[config.mk]
export PLATFORM = sky130hd
export DESIGN_NAME = result_sel_arbiter
export DESIGN_NICKNAME = d
export VERILOG_FILES = /design/src/rtl/result_sel_arbiter_pkg.sv /design/src/rtl/result_sel_arbiter_rr_pick.sv /design/src/rtl/result_sel_arbiter.sv
export SDC_FILE = /design/constraint.sdc
export NUM_CORES = 1
export LEC_CHECK = 0
export ABC_CLOCK_PERIOD_IN_PS = 10300
export CORE_UTILIZATION = 56
export CTS_CLUSTER_DIAMETER = 150
export CTS_CLUSTER_SIZE = 16
export DETAILED_ROUTE_END_ITERATION = 6
export PLACE_DENSITY_LB_ADDON = 0.05
export SLEW_MARGIN = 20
export SYNTH_ARGS = -nofsm -noshare
export SYNTH_HDL_FRONTEND = slang
export SYNTH_HIERARCHICAL = 1
export SYNTH_SLANG_ARGS = --single-unit
[constraint.sdc]
create_clock -name clk -period 10.3 [get_ports clk]
set_input_delay 2.06 -clock clk [delete_from_list [all_inputs] [get_ports clk]]
set_output_delay 2.06 -clock clk [all_outputs]
set_load 0.02 [all_outputs]
[src/rtl/result_sel_arbiter_pkg.sv]
// Shared types and constants for the result selector arbiter (package rsa_pkg).
// Build option FIXED_PRIO_EN selects fixed-priority picking instead of round-robin.
package rsa_pkg;

  localparam int DATA_W_DEF = 32;
  localparam int SEL_W_DEF  = 4;
  localparam int IDX_W      = 3;

  // Code that makes the selector output zero; never a requester index.
  localparam logic [SEL_W_DEF-1:0] IDLE_SEL = 4'hF;

  typedef enum logic [1:0] {
    IDLE = 2'd0,
    SEL  = 2'd1,
    WAIT = 2'd2
  } state_e;

endpackage

[src/rtl/result_sel_arbiter_rr_pick.sv]
// Combinational requester picker: round-robin from ptr_i, or lowest index when
// FIXED_PRIO_EN is defined.
module rr_pick
  import rsa_pkg::*;
#(
  parameter int N_REQ = 7
) (
  input  logic [N_REQ-1:0] req_i,
  input  logic [IDX_W-1:0] ptr_i,
  output logic [IDX_W-1:0] grant_o,
  output logic             any_req_o
);

  logic [IDX_W-1:0] base;
  int               idx;

  always_comb begin
`ifdef FIXED_PRIO_EN
    base = '0;
`else
    base = ptr_i;
`endif
    grant_o = '0;
    idx     = 0;
    // Walk from farthest to nearest so the nearest asserted requester wins.
    for (int k = N_REQ - 1; k >= 0; k--) begin
      idx = (int'(base) + k) % N_REQ;
      if (req_i[idx]) grant_o = IDX_W'(idx);
    end
  end

  assign any_req_o = |req_i;

endmodule

[src/rtl/result_sel_arbiter.sv]
// Arbiter/sequencer for the shared 7-input result selector and output gate;
// FIXED_PRIO_EN switches the picker to fixed priority (no rr_ptr register).
module result_sel_arbiter
  import rsa_pkg::*;
#(
  parameter int N_REQ  = 7,
  parameter int DATA_W = DATA_W_DEF,
  parameter int SEL_W  = SEL_W_DEF
) (
  input  logic              clk,
  input  logic              reset_n,
  input  logic [N_REQ-1:0]  req,
  output logic [N_REQ-1:0]  ack,
  output logic [SEL_W-1:0]  sel,
  output logic              gate_en,
  input  logic [DATA_W-1:0] mux_y,
  output logic [DATA_W-1:0] out_data,
  output logic              out_valid,
  input  logic              out_ready,
  output logic              busy,
  output logic [1:0]        dbg_state
);

  // Handshake: out_data is offered while out_valid=1 and is consumed on the
  // rising edge where out_valid=1 and out_ready=1; out_ready is ignored otherwise.

  state_e             state_q, state_d;
  logic [IDX_W-1:0]   grant_q, grant_d;
  logic [SEL_W-1:0]   sel_q, sel_d;
  logic               gate_en_q, gate_en_d;
  logic [DATA_W-1:0]  out_data_q, out_data_d;
  logic               out_valid_q, out_valid_d;
  logic [N_REQ-1:0]   ack_q, ack_d;
  logic [IDX_W-1:0]   pick;
  logic               any_req;
  logic [IDX_W-1:0]   ptr;

`ifdef FIXED_PRIO_EN
  assign ptr = '0;
`else
  logic [IDX_W-1:0] rr_ptr_q, rr_ptr_d;
  assign ptr = rr_ptr_q;
`endif

  rr_pick #(.N_REQ(N_REQ)) u_pick (
    .req_i     (req),
    .ptr_i     (ptr),
    .grant_o   (pick),
    .any_req_o (any_req)
  );

  always_comb begin
    state_d     = state_q;
    grant_d     = grant_q;
    sel_d       = SEL_W'(IDLE_SEL);
    gate_en_d   = 1'b0;
    out_data_d  = out_data_q;
    out_valid_d = out_valid_q;
    ack_d       = '0;
`ifndef FIXED_PRIO_EN
    rr_ptr_d    = rr_ptr_q;
`endif
    case (state_q)
      IDLE: begin
        if (any_req) begin
          grant_d   = pick;
          sel_d     = SEL_W'(pick);
          gate_en_d = 1'b1;
          state_d   = SEL;
        end
      end
      SEL: begin
        out_data_d  = mux_y;
        out_valid_d = 1'b1;
        state_d     = WAIT;
      end
      WAIT: begin
        if (out_ready) begin
          out_valid_d    = 1'b0;
          ack_d[grant_q] = 1'b1;
`ifndef FIXED_PRIO_EN
          rr_ptr_d = (int'(grant_q) == N_REQ - 1) ? '0 : grant_q + 1'b1;
`endif
          state_d = IDLE;
        end
      end
      default: state_d = IDLE;
    endcase
  end

  always_ff @(posedge clk or negedge reset_n) begin
    if (!reset_n) begin
      state_q     <= IDLE;
      grant_q     <= '0;
      sel_q       <= SEL_W'(IDLE_SEL);
      gate_en_q   <= 1'b0;
      out_data_q  <= '0;
      out_valid_q <= 1'b0;
      ack_q       <= '0;
`ifndef FIXED_PRIO_EN
      rr_ptr_q    <= '0;
`endif
    end else begin
      state_q     <= state_d;
      grant_q     <= grant_d;
      sel_q       <= sel_d;
      gate_en_q   <= gate_en_d;
      out_data_q  <= out_data_d;
      out_valid_q <= out_valid_d;
      ack_q       <= ack_d;
`ifndef FIXED_PRIO_EN
      rr_ptr_q    <= rr_ptr_d;
`endif
    end
  end

  assign sel       = sel_q;
  assign gate_en   = gate_en_q;
  assign out_data  = out_data_q;
  assign out_valid = out_valid_q;
  assign ack       = ack_q;
  assign busy      = (state_q != IDLE);
  assign dbg_state = state_q;

endmodule

==> impl_metrics.env <==
export IMPL_status="completed"
export IMPL_synth_edf_count=0
export IMPL_die_h_um=87.9
export IMPL_track_usage=0.281
export IMPL_placed_area_sq_um=5030
export IMPL_synth_commonest_cells="dfrtp_1, mux2_4, nand2_1"
export IMPL_setup_slack_ps=4980
export IMPL_numCtsBuffers=5
export IMPL_synthXorXnorAreaFrac=0.0148
export IMPL_antenna_cells=0
export IMPL_cts_setup_buffers=0
export IMPL_synth_top_cell_area_share=0.297
export IMPL_grt_pass1_vias=3405
export IMPL_peakVddDrop_mv=0.221
export IMPL_fin_util=0.740
export IMPL_antenna_found_initial=0
export IMPL_slew_limit_headroom=0.338
export IMPL_yosys_warnings=6
export IMPL_drt_iter0_drc=183
export IMPL_synthFlopType="dfrtp_1"
export IMPL_yosys_area_top_type="dfrtp_1"
export IMPL_drive_above_1_share=0.175
export IMPL_synth_compound_area_share=0.159
export IMPL_drv_cap=0
export IMPL_synth_distinct_cells=90
export IMPL_stdcell_area_sq_um=5140
export IMPL_cts_root_buf="clkbuf_8"
export IMPL_worstSetupStartpointType="flip-flop"
export IMPL_detail_route_antenna_nets=0
export IMPL_place_hpwl_mm=7.91
export IMPL_tightest_slew_ps=990
export IMPL_worstPathArrival_ps=5540
export IMPL_h_tree_depth=2
export IMPL_pre_cts_ws_ps=5030
export IMPL_ioPinCount=90
export IMPL_rsz0062_at_grt="no"
export IMPL_synth_top_family_by_area="multiplexers"
export IMPL_vias=3506
export IMPL_synthCells=401
export IMPL_drc=0
export IMPL_synthesis_nets=464
export IMPL_clockBufferDepth=2
export IMPL_ys_async_sr_fraction=1.00
export IMPL_grt_ovfl_total=0
export IMPL_crit_path_end_kind="flip-flop"
export IMPL_fin_tns_setup_ps=0
export IMPL_path_class="flip-flop to flip-flop"
export IMPL_grt_pass1_wl_mm=16.8
export IMPL_seq_area_frac_synth=0.322
export IMPL_fmax_mhz=188
export IMPL_syn_avg_cell_area_sq_um=10.3
export IMPL_critPathMaxFanout=27
export IMPL_maxSlewViolCount=0
export IMPL_setup_viol=0
export IMPL_min_path_cells=1
export IMPL_worst_hold_slack_ps=499
export IMPL_clkSinkCount=53
export IMPL_period_share=0.516
export IMPL_fin_nets=541
export IMPL_synth_simple_area_share=0.191
export IMPL_drt_pass1_iterations=5
export IMPL_netlist_area_sq_um=4130
export IMPL_finalWeightedCongestion=0.949
export IMPL_ys_seq_elements=53
export IMPL_powerDensity_nw_per_um2=394
export IMPL_synth_most_common_cell="dfrtp_1"
export IMPL_synthToLayoutAreaGrowth_pct=24.3
export IMPL_routed_wl_mm=10.6
export IMPL_die_area_sq_um=7730
export IMPL_row_count=30
export IMPL_grt_max_degree=54
export IMPL_clk_pin_slew_ps=90
export IMPL_dieWidth_um=87.9
export IMPL_r2r_cells=16
export IMPL_worstHoldPathType="flip-flop to flip-flop"
export IMPL_crit_required_ps=10520
export IMPL_vias_per_cell=6.10
export IMPL_synthMuxAreaShare=0.196
export IMPL_postCtsHoldBufs=0
export IMPL_postCtsResizedCells=0
export IMPL_clk_insertion_delay_late_ps=300
export IMPL_numPortBuffers=89
export IMPL_fin_skew_ps=7.06
export IMPL_post_route_min_period_ps=5320
export IMPL_start_util=0.595
export IMPL_finalHoldViolations=0
export IMPL_yosys_area_share_adder=0.0636
export IMPL_core_area_sq_um=6940
export IMPL_wire_per_inst_um=18.4
export IMPL_synth_area_top_cells="dfrtp_1, mux2_4, ha_1, mux2i_1, mux4_2"
export IMPL_leakage_nw=2.22
export IMPL_cts_tree="built"
[path summary, 6_finish.rpt]
kind | startpoint | endpoint | slack (ps)
max in group asynchronous | reset_n | grant_q[0] | 7990
setup reg to reg | ptr[0] | sel[0] | 4980
hold / removal | out_valid | out_valid | 500
min in group asynchronous | reset_n | out_data[18] | 1860
setup / recovery | ptr[0] | sel[0] | 4980
hold reg to reg | out_valid | out_valid | 500
[final cells by class]
type | count | area (sq um)
fill | 523 | 1810
inverter | 22 | 82.6
multi-input combinational | 304 | 2580
sequential | 53 | 1330
tap | 96 | 120
clock inverter | 2 | 38.8
timing repair buffer | 92 | 908
clock buffer | 6 | 72.6
[through the flow]
| stage | cells | total power, mW |
|---|---|---|
| final | 575 | 2.02 |
| after global routing | 575 | 2.16 |
| after CTS | 575 | 2.01 |
| after detailed placement | 567 | 1.86 |
| after global placement | 567 | 1.83 |
| after floorplan | 401 | 1.47 |
[worst max-delay path, stage by stage, from the launching register on]
cell,delay (ps)
dfrtp_1,330
buf_4,290
inv_1,320
ha_1,860
clkinv_1,420
ha_1,300
ha_1,270
or3b_4,430
nor4_4,270
nor3_2,110
a2111o_1,400
o22ai_2,240
nand2b_4,180
o22ai_1,90
o221ai_1,220
o311ai_1,150
or3_1,360
[layer usage]
metal  wire, um  track usage  part of all wire
met1       4400        0.349              0.42
met2       5090        0.491              0.48
met3        730       0.0320             0.069
met4        338        0.122             0.032
met5          0            0                 0
[state kept, by name (all words and copies together) (netlist names)]
name / cells
ack: 7
dbg_state: 2
gate_en: 1
grant_q: 3
out_data: 32
out_valid: 1
ptr: 3
sel: 4
[power by group]
part           internal [mW]  leakage [nW]  switching [mW]
clock                 0.0730        0.0554          0.0651
combinational          0.694          1.53           0.814
sequential             0.307         0.635          0.0695
[cell usage in the layout (no fill, tap or decap), types with 3 or more instances in the layout]
cell	instances
clkdlybuf4s50_1	88
nor3_1	10
buf_4	3
nor2b_1	3
nand4_1	6
ha_1	21
nand3b_1	3
or3_1	8
a31oi_1	3
nand3_1	5
o21ai_0	13
mux2_2	7
mux4_2	5
o21a_1	3
o22ai_1	3
a21oi_1	20
mux2_4	31
dfstp_2	4
nand2b_1	9
or2_1	3
and2_1	5
clkbuf_8	5
inv_1	20
o31ai_1	4
nor2_1	17
mux2i_1	14
o211ai_1	4
nor4_1	5
dfrtp_1	49
nand2_1	28
a21o_1	3
xnor2_1	7
[kinds of logic after synthesis]
kind of cell	count (synthesis)
compound gates	90
xor+xnor	7
fa+ha+maj	21
buf+inv	44
flops	53
mux	58
simple gates	128
Power figures use the tool's default switching activity.
